`config.mk`:
```
export PLATFORM = sky130hd
export DESIGN_NAME = cpx_src_tx
export DESIGN_NICKNAME = d
export VERILOG_FILES = /design/src/rtl/cpx_src_tx_pkg.sv /design/src/rtl/cpx_src_credit.sv /design/src/rtl/cpx_src_tx.sv
export SDC_FILE = /design/constraint.sdc
export NUM_CORES = 1
export LEC_CHECK = 0
export ABC_AREA = 1
export CORE_UTILIZATION = 45
export CTS_CLUSTER_SIZE = 14
export DETAILED_ROUTE_END_ITERATION = 7
export GPL_ROUTABILITY_DRIVEN = 0
export GPL_TIMING_DRIVEN = 0
export HOLD_SLACK_MARGIN = 0.02
export PLACE_DENSITY_LB_ADDON = 0.12
export SLEW_MARGIN = 15
export SYNTH_ARGS = -nofsm -noshare
export SYNTH_HDL_FRONTEND = slang
export SYNTH_SLANG_ARGS = --single-unit
```
`constraint.sdc`:
```
create_clock -name rclk -period 4.4 [get_ports rclk]
set_clock_uncertainty 0.1 [all_clocks]
set_input_delay 1.1 -clock rclk [delete_from_list [all_inputs] [get_ports rclk]]
set_output_delay 1.1 -clock rclk [all_outputs]
set_load 0.02 [all_outputs]
```
`src/rtl/cpx_src_tx_pkg.sv`:
```
// Shared constants and packet entry layout for the CPX source-side transmitter.
package cpx_src_tx_pkg;

   localparam int CPX_WIDTH   = 145;
   localparam int CPX_NDEST   = 8;
   localparam int CPX_DEST_W  = 3;
   localparam int CPX_CREDITS = 2;

   // One FIFO entry: dest in the top bits, then the atomic flag, payload at the bottom.
   typedef struct packed {
      logic [CPX_DEST_W-1:0] dest;
      logic                  atom;
      logic [CPX_WIDTH-1:0]  data;
   } cpx_entry_t;

   function automatic logic [CPX_NDEST-1:0] dest_onehot(input logic [CPX_DEST_W-1:0] dest);
      logic [CPX_NDEST-1:0] oh;
      oh       = '0;
      oh[dest] = 1'b1;
      return oh;
   endfunction

endpackage

```
`src/rtl/cpx_src_credit.sv`:
```
// Per-destination crossbar queue credit counter; flags a grant that would overflow it.
module cpx_src_credit #(
   parameter  int CREDITS = 2,
   localparam int CW      = $clog2(CREDITS + 1)
) (
   input  logic          rclk,
   input  logic          arst_l,
   input  logic          req,
   input  logic          grant,
   output logic [CW-1:0] credit,
   output logic          home,
   output logic          err
);

   localparam logic [CW-1:0] CRED_MAX = CW'(CREDITS);

   logic [CW-1:0] credit_q;
   logic [CW-1:0] credit_d;
   logic          err_s;

   // Next credit value: request consumes, grant returns, both together cancel.
   always_comb begin
      credit_d = credit_q;
      err_s    = 1'b0;
      case ({req, grant})
         2'b10: begin
            if (credit_q != '0) begin
               credit_d = credit_q - CW'(1);
            end else begin
               credit_d = credit_q;
            end
         end
         2'b01: begin
            if (credit_q == CRED_MAX) begin
               credit_d = credit_q;
               err_s    = 1'b1;
            end else begin
               credit_d = credit_q + CW'(1);
            end
         end
         default: credit_d = credit_q;
      endcase
   end

   // Credit register.
   always_ff @(posedge rclk or negedge arst_l) begin
      if (!arst_l) begin
         credit_q <= CRED_MAX;
      end else begin
         credit_q <= credit_d;
      end
   end

   assign credit = credit_q;
   assign home   = (credit_q == CRED_MAX);
   assign err    = err_s;

endmodule

```
`src/rtl/cpx_src_tx.sv`:
```
// CPX source transmitter: packet FIFO, credit-gated request in cq, payload in ca.
// Optional stall counter port enabled by CPX_SRC_TX_STALL_CNT_EN.
module cpx_src_tx
   import cpx_src_tx_pkg::*;
#(
   parameter int DEPTH   = 4,
   parameter int NDEST   = CPX_NDEST,
   parameter int DWIDTH  = CPX_WIDTH,
   parameter int CREDITS = CPX_CREDITS
) (
   input  logic              rclk,
   input  logic              arst_l,
   input  logic              in_vld,
   output logic              in_rdy,
   input  logic [2:0]        in_dest,
   input  logic              in_atom,
   input  logic [DWIDTH-1:0] in_data,
   input  logic [NDEST-1:0]  cpx_grant_cx,
   output logic [NDEST-1:0]  cpx_req_cq,
   output logic              cpx_atom_cq,
   output logic [DWIDTH-1:0] cpx_data_ca,
   output logic              tx_idle,
   output logic              tx_err
`ifdef CPX_SRC_TX_STALL_CNT_EN
   ,
   output logic [15:0]       stall_cnt
`endif
);

   localparam int              AW       = $clog2(DEPTH);
   localparam int              CW       = $clog2(CREDITS + 1);
   localparam logic [AW:0]     FULL_CNT = (AW + 1)'(DEPTH);
   localparam logic [AW:0]     PAIR_CNT = (AW + 1)'(2);
   localparam logic [CW-1:0]   CRED_MAX = CW'(CREDITS);

   cpx_entry_t              mem_q [DEPTH];
   cpx_entry_t              mem_d [DEPTH];
   cpx_entry_t              head_s;
   cpx_entry_t              in_ent_s;
   logic [AW-1:0]           wr_ptr_q, wr_ptr_d;
   logic [AW-1:0]           rd_ptr_q, rd_ptr_d;
   logic [AW:0]             cnt_q, cnt_d;
   logic                    atom2_q, atom2_d;
   logic [DWIDTH-1:0]       data_ca_q, data_ca_d;
   logic                    data_vld_q, data_vld_d;
   logic                    tx_err_q, tx_err_d;
   logic                    push_s, issue_s, atom_issue_s, stall_s;
   logic                    empty_s, full_s;
   logic [CW-1:0]           head_cred_s;
   logic [NDEST-1:0]        req_s, cred_err_s, cred_home_s;
   logic [NDEST-1:0][CW-1:0] credit_s;

   assign head_s      = mem_q[rd_ptr_q];
   assign empty_s     = (cnt_q == '0);
   assign full_s      = (cnt_q == FULL_CNT);
   assign head_cred_s = credit_s[head_s.dest];
   assign push_s      = in_vld & in_rdy;

   // Pack the incoming packet into a FIFO entry.
   always_comb begin
      in_ent_s      = '0;
      in_ent_s.dest = in_dest;
      in_ent_s.atom = in_atom;
      in_ent_s.data = in_data;
   end

   // Issue decision for the head entry. An atomic head needs the whole queue
   // free and its partner already buffered so the two halves go out back to back;
   // each half is a normal request and consumes one of the reserved credits.
   always_comb begin
      issue_s      = 1'b0;
      atom_issue_s = 1'b0;
      stall_s      = 1'b0;
      if (empty_s) begin
         issue_s = 1'b0;
      end else if (atom2_q) begin
         issue_s = 1'b1;
      end else if (head_s.atom) begin
         if (head_cred_s != CRED_MAX) begin
            stall_s = 1'b1;
         end else if (cnt_q >= PAIR_CNT) begin
            issue_s      = 1'b1;
            atom_issue_s = 1'b1;
         end else begin
            issue_s = 1'b0;
         end
      end else if (head_cred_s != '0) begin
         issue_s = 1'b1;
      end else begin
         stall_s = 1'b1;
      end
   end

   // Request vector and ca-stage payload.
   always_comb begin
      req_s      = '0;
      data_ca_d  = '0;
      data_vld_d = issue_s;
      atom2_d    = atom_issue_s;
      if (issue_s) begin
         req_s     = NDEST'(dest_onehot(head_s.dest));
         data_ca_d = head_s.data;
      end else begin
         req_s     = '0;
         data_ca_d = '0;
      end
   end

   // FIFO pointers, occupancy and storage.
   always_comb begin
      mem_d    = mem_q;
      wr_ptr_d = wr_ptr_q;
      rd_ptr_d = rd_ptr_q;
      if (push_s) begin
         mem_d[wr_ptr_q] = in_ent_s;
         wr_ptr_d        = wr_ptr_q + AW'(1);
      end else begin
         wr_ptr_d = wr_ptr_q;
      end
      if (issue_s) begin
         rd_ptr_d = rd_ptr_q + AW'(1);
      end else begin
         rd_ptr_d = rd_ptr_q;
      end
      case ({push_s, issue_s})
         2'b10:   cnt_d = cnt_q + (AW + 1)'(1);
         2'b01:   cnt_d = cnt_q - (AW + 1)'(1);
         default: cnt_d = cnt_q;
      endcase
   end

   assign tx_err_d = tx_err_q | (|cred_err_s);

   // Datapath and control state.
   always_ff @(posedge rclk or negedge arst_l) begin
      if (!arst_l) begin
         for (int i = 0; i < DEPTH; i++) begin
            mem_q[i] <= '0;
         end
         wr_ptr_q   <= '0;
         rd_ptr_q   <= '0;
         cnt_q      <= '0;
         atom2_q    <= 1'b0;
         data_ca_q  <= '0;
         data_vld_q <= 1'b0;
         tx_err_q   <= 1'b0;
      end else begin
         mem_q      <= mem_d;
         wr_ptr_q   <= wr_ptr_d;
         rd_ptr_q   <= rd_ptr_d;
         cnt_q      <= cnt_d;
         atom2_q    <= atom2_d;
         data_ca_q  <= data_ca_d;
         data_vld_q <= data_vld_d;
         tx_err_q   <= tx_err_d;
      end
   end

   for (genvar g = 0; g < NDEST; g++) begin : g_cred
      cpx_src_credit #(
         .CREDITS (CREDITS)
      ) u_cred (
         .rclk   (rclk),
         .arst_l (arst_l),
         .req    (req_s[g]),
         .grant  (cpx_grant_cx[g]),
         .credit (credit_s[g]),
         .home   (cred_home_s[g]),
         .err    (cred_err_s[g])
      );
   end

`ifdef CPX_SRC_TX_STALL_CNT_EN
   logic [15:0] stall_cnt_q, stall_cnt_d;

   // Saturating count of credit-blocked cycles.
   always_comb begin
      if (stall_s && (stall_cnt_q != 16'hFFFF)) begin
         stall_cnt_d = stall_cnt_q + 16'd1;
      end else begin
         stall_cnt_d = stall_cnt_q;
      end
   end

   // Stall counter register.
   always_ff @(posedge rclk or negedge arst_l) begin
      if (!arst_l) begin
         stall_cnt_q <= 16'd0;
      end else begin
         stall_cnt_q <= stall_cnt_d;
      end
   end

   assign stall_cnt = stall_cnt_q;
`else
   logic unused_stall_s;
   assign unused_stall_s = stall_s;
`endif

   assign in_rdy      = ~full_s | issue_s;
   assign cpx_req_cq  = req_s;
   assign cpx_atom_cq = atom_issue_s;
   assign cpx_data_ca = data_ca_q;
   assign tx_idle     = empty_s & ~data_vld_q & (&cred_home_s);
   assign tx_err      = tx_err_q;

endmodule

```
== After elaboration in Yosys (flattened, before gate mapping) ==
Index checks and enable logic that the tools add are counted.

* Bits in registers: 767
* Output and inout bits: 157
* Input bits: 160

* Reductions and logical operators: 31
* Bitwise operators: 9
* $add $sub $neg: 20
* Order comparisons: 6
* Multiplexer cells: 62
* Equal/unequal tests: 44

{| class="wikitable"
|+ Operator list
! cell !! count
|-
| $bwmux W596 || 1
|-
| $mux W149 || 3
|-
| $bmux W149 S2 || 1
|-
| $demux W149 S2 || 1
|-
| $mux W145 || 1
|-
| $reduce_bool A2 Y1 || 18
|-
| $eq A2 B2 Y1 const B || 17
|-
| $mux W2 || 17
|-
| $pmux W2 S2 || 8
|-
| $mux W1 || 26
|-
| $reduce_and A3 Y1 || 8
|-
| $add A2 B1 Y2 const B || 10
|-
| $eq A2 B1 Y1 const B || 9
|-
| $ne A2 B2 Y1 const B || 9
|-
| $ne A2 B1 Y1 const B || 8
|-
| $sub A2 B1 Y2 const B || 8
|-
| $mux W8 || 1
|-
| $reduce_and A8 Y1 || 1
|-
| $reduce_or A8 Y1 || 1
|-
| $bmux W2 S3 || 1
|-
| $ge A3 B3 Y1 const B || 2
|-
| $not A2 Y3 || 2
|-
| $pmux W3 S2 || 1
|-
| $lt A3 B4 Y1 const B || 1
|-
| other kinds (12) || 17
|}

== Depth between registers and ports, before layout ==
* Word-level depth: 16
* Gate-level depth with buffers: 25
* Mapped depth without buffers: 22

== Cells and area by module ==
From an unflattened synthesis, not the netlist that was laid out.

* Cells, all modules: 3933
* Area, all modules: 33648.5 µm²

{| class="wikitable"
|+ By module, submodules not included
! module !! area each (µm²) !! cells an instance !! seq. area each (µm²) !! times used
|-
| cpx_src_tx || 32407.3 || 3725 || 18793.0 || 1
|-
| cpx_src_credit || 155.1 || 26 || 51.3 || 8
|}

== Least setup slack after synthesis ==
No wires, ideal clock.

* Path type: flip-flop to output port
* Start point: register rd_ptr_q[1]
* End point: output cpx_req_cq[2]
* Required time: 3.200 ns
* Arrival time: 2.146 ns
* Buffers on the path: 4
* Cell stages (with the launch flop): 18
* Path slack: 1.054 ns
* Path through: dfrtp_1 -> buf_2 -> inv_4 -> nand3_4 -> nand2_4 -> buf_6 -> nand2_1 -> nand3_1 -> nand2_1 -> nor2_1 -> nand2_1 -> nor2_1 -> nor2_1 -> nand2_1 -> nand2_1 -> buf_2 -> nor3_1 -> buf_4

* Word-level cells in the longest chain between the ends: 12
* Elaborated cells between the ends (all ways): 19

{| class="wikitable"
|+ Ends and longest elaborated chain
! item !! line !! source
|-
| from (decl) || cpx_src_tx.sv:41 || <nowiki>logic [AW-1:0] rd_ptr_q, rd_ptr_d;</nowiki>
|-
| from (signal assigned) || cpx_src_tx.sv:150 || <nowiki>rd_ptr_q <= rd_ptr_d;</nowiki>
|-
| $not A2 Y3 (implied by the code) * || cpx_src_tx.sv:53 || <nowiki>assign head_s = mem_q[rd_ptr_q];</nowiki>
|-
| $bmux W149 S2 * || cpx_src_tx.sv:53 ||
|-
| $mux W149 (implied by the code) * (2 in a row) || cpx_src_tx.sv:53 ||
|-
| $bmux W2 S3 || cpx_src_tx.sv:56 || <nowiki>assign head_cred_s = credit_s[head_s.dest];</nowiki>
|-
| $mux W2 (implied by the code) || cpx_src_tx.sv:56 ||
|-
| $ne A2 B2 Y1 / $reduce_bool A2 Y1 (equally long branches) || cpx_src_tx.sv:79, cpx_src_tx.sv:87 ||
|-
| $mux W1, on equally long branches || cpx_src_tx.sv:79, cpx_src_tx.sv:87 ||
|-
| $mux W1 || cpx_src_tx.sv:78 || <nowiki>end else if (head_s.atom) begin</nowiki>
|-
| $mux W1 || cpx_src_tx.sv:76 || <nowiki>end else if (atom2_q) begin</nowiki>
|-
| $mux W1 || cpx_src_tx.sv:74 || <nowiki>if (empty_s) begin</nowiki>
|-
| $mux W8 * || cpx_src_tx.sv:100 || <nowiki>if (issue_s) begin</nowiki>
|-
| to (decl) || cpx_src_tx.sv:19 || <nowiki>output logic [NDEST-1:0] cpx_req_cq,</nowiki>
|}

Every way passes the cells marked *; elsewhere a longest branch is shown, timed or not. The select of a mux whose other input is x is not followed.

== Final worst setup path ==
* Start point: register rd_ptr_q[0]
* End point: output cpx_req_cq[0]

Same word-level chain as after synthesis.

==> flow_summary_export.csv <==
group,metric,value,unit
status,status,"finished, final reports clean",
synth,synth_seq_area_share,0.543,
clock_tree,cts_made_buffers,86,
route,drtIter0Drc,3374,
floorplan,fp-row-count,102,
clock_tree,htree_levels,3,
grt,grt_overflow,0,
route,routedWlPerCell,21.6,um
clock_tree,path_clk_slew,0.06,ns
grt,grt_pass1_wl,189000,um
setup_path,required,3.20,ns
clock_tree,root_buffer,"clkbuf_16",
route,antenna_left,0,
sta,tns,0,ns
clock_tree,cts.sinks,767,
synth,syn_inst,4242,
route,wl,124000,um
setup_path,startpoint,"rd_ptr_q[0]",
sta,finalHoldViolations,0,
setup_path,critPathMaxStageDelay,0.39,ns
synth,synth_flop_cell,"dfrtp_1",
floorplan,fp.dieW,282,um
finish,final_layout_size_suffix_gt1_frac,0.0779,
clock_tree,cts_tree,"yes",
power,irDropWorstVdd,0.509,mV
synth,synth_mux_area_frac,0,
setup_path,r2r_start,"rd_ptr_q[0]",
finish,area_delta_synth_final,21.9,%
sta,worstMarginPinSlew,1.27,ns
clock_tree,holdBufCountCts,0,
route,avgViaCountPerCell,5.62,
route,drcViolationCount,0,
grt,grt_util_all_layers,0.311,
setup_path,cp_max_fo,8,
floorplan,fp.dieArea,79800,um2
floorplan,coreArea,77600,um2
synth,synth_nets,4424,
flow_run,cap_violations,0,
route,vias,32400,
clock_tree,cts.path.max_buffers,3,
sta,min_period,4.29,ns
synth,syn_area,35400,um2
synth,synth.avg_cell_area,8.34,um2
grt,grt_max_degree,101,
synth,synthSimpleGateAreaFrac,0.335,
placement,numPortBuffers,315,
setup_path,cp.arrival,3.09,ns
sta,relSlewSlack,0.150,
floorplan,start_util,0.456,
synth,ys_types,28,
power,p_per_area,862,nW/um2
floorplan,die_y,282,um
finish,finalNetCount,4848,
setup_path,start_kind,"flop",
clock_tree,insertion_delay,0.64,ns
synth,synth_top_family_by_area,"simple AND/OR/NAND/NOR gates",
setup_path,crit_type,"reg2out",
setup_path,crit_chain,"buf_6 > inv_6 > nand2_1 > nand3_4 > buf_4 > nand3_1 > nand3_2 > nand2_2 > nor2_4 > nand2_2 > nor2_2 > nor2_2 > nand2_2 > nand2_4 > buf_12 > nor3_4 > buf_4 > buf_4",
setup_path,endpoint_kind,"output pin",
synth,synth_fa_ha_area_frac,0.00799,
synth,synth-compound-area-share,0.0461,
synth,synth_xor_area_frac,0.00297,
setup_path,cpMaxStageDelayCell,"dfrtp_1",
grt,grt_pass1_vias,31300,
floorplan,io_pins,317,
min_path,hold_class,"in2async",
power,p_leak,21.4,nW
synth,synth_edf_count,0,
finish,stdcell_area,43100,um2
sta,setup_viol,0,
sta,period_share,0.976,
synth,ys_ff_latch,767,
grt,antenna_found_initial,18,
synth,async_flop_share,1.00,
placement,dp.final_hpwl,85300,um
placement,place_area,40100,um2
sta,max_freq,0.233,GHz
sta,report.final.slew_viol_count,0,
route,drt_pass1_iterations,5,
synth,yosysWarnings,0,
## layout by cell type (no fill, tap or decap), types with 7 or more instances in the layout
cell type,Yosys,routed
clkdlybuf4s50_1,0,304
nor2_1,24,19
buf_16,0,8
nand4_1,599,599
nor3_1,166,158
ha_1,21,21
inv_1,61,61
nor3_4,0,8
o21ai_0,8,8
xor2_1,10,10
nand3_1,25,23
clkbuf_16,0,89
buf_6,57,57
buf_2,78,78
buf_1,13,13
clkbuf_1,226,236
clkbuf_8,0,16
buf_4,18,35
nand2_1,1840,1832
diode_2,0,8
a21oi_1,299,299
a31o_2,7,7
dfstp_2,8,8
dfrtp_1,759,759
clkinv_2,0,17
## worst paths after layout
check                                  endpoint  slack [ns]  cells after the start
worst max-delay path              cpx_req_cq[0]        0.11                     18
worst min-delay path            cpx_data_ca[24]        0.27                      1
worst max register to register         cnt_q[2]        0.34                     25
worst min register to register       mem_q[350]        0.37                      2
max in group asynchronous            mem_q[529]        2.13                      4
min in group rclk                    mem_q[350]        0.37                      2
## timing repair
action | in CTS | in global routing
pin swaps | 7 | 10
endpoints found under the setup margin | 10 | 10
gates cloned | 0 | 1
setup buffers | 7 | 6
gates resized for setup | 70 | 22
## power by group
group	internal (mW)	switching, mW
registers	10.3	1.62
logic	5.75	12.4
clock network	4.18	2.93
## cells in the mapped netlist, types with 6 or more instances
cell,count,area share
a31o_2,7,0.0017
buf_4,18,0.0038
nand4_1,599,0.11
buf_6,57,0.018
o21ai_0,8,0.0011
nand3_1,25,0.0035
dfrtp_1,759,0.54
dfstp_2,8,0.0059
buf_1,13,0.0014
buf_2,78,0.011
nor2_1,24,0.0025
ha_1,21,0.0074
a21oi_1,299,0.042
clkbuf_1,226,0.024
nand3_4,6,0.0030
xor2_1,10,0.0025
inv_1,61,0.0065
nor3_1,166,0.023
nand2_1,1840,0.20
## critical path: cells and delay by family (launching register included)
kind	cells	cell delay, ns
simple gates	12	1.24
buf+inv	6	0.84
flops	1	0.39
## state kept, by name, summed over array words and instances (netlist names)
signal	flops
atom2_q	1
cnt_q	3
cpx_data_ca	145
data_vld_q	1
g_cred.u_cred.credit	16
mem_q	596
rd_ptr_q	2
tx_err	1
wr_ptr_q	2
## stage by stage
step	power [mW]	std cells	setup slack (ns)	hold WS, ns	util
after floorplan	22.5	4242	1.05	0.342	-
after global placement	29.2	5597	-33.74	0.341	0.514
after detailed placement	29.3	5605	-0.250	0.348	0.517
after CTS	36.9	5757	0.0163	0.253	0.554
after global routing	39.5	5770	-0.00773	0.282	0.556
final	37.2	5772	0.108	0.270	0.556
## routing by layer
layer,global-route usage,part of all wire,vias up
met2,0.476,0.45,1292
li1,-,-,15100
met3,0.0691,0.082,287
met5,0,0.0010,-
met1,0.428,0.43,15700
met4,0.128,0.041,18
## cells by family after synthesis
| family | Yosys count |
|---|---|
| AND/OR/NAND/NOR | 2668 |
| flip-flops | 767 |
| buffers and inverters | 455 |
| AO/OA/AOI/OAI | 318 |
| adder cells (fa/ha/maj) | 22 |
| XOR/XNOR | 12 |
## cell type report
cell class                      count  area (um2)
Inverter                           63         249
Buffer                            391        2120
Tap cell                         1040        1300
Fill cell                        7400       34500
Multi-Input combinational cell   3020       14000
Sequential cell                   767       19200
Clock inverter                     25         238
Timing Repair Buffer              337        3460
Antenna cell                        8        20.0
Clock buffer                      121        2510
Power figures use the tool's default switching activity.
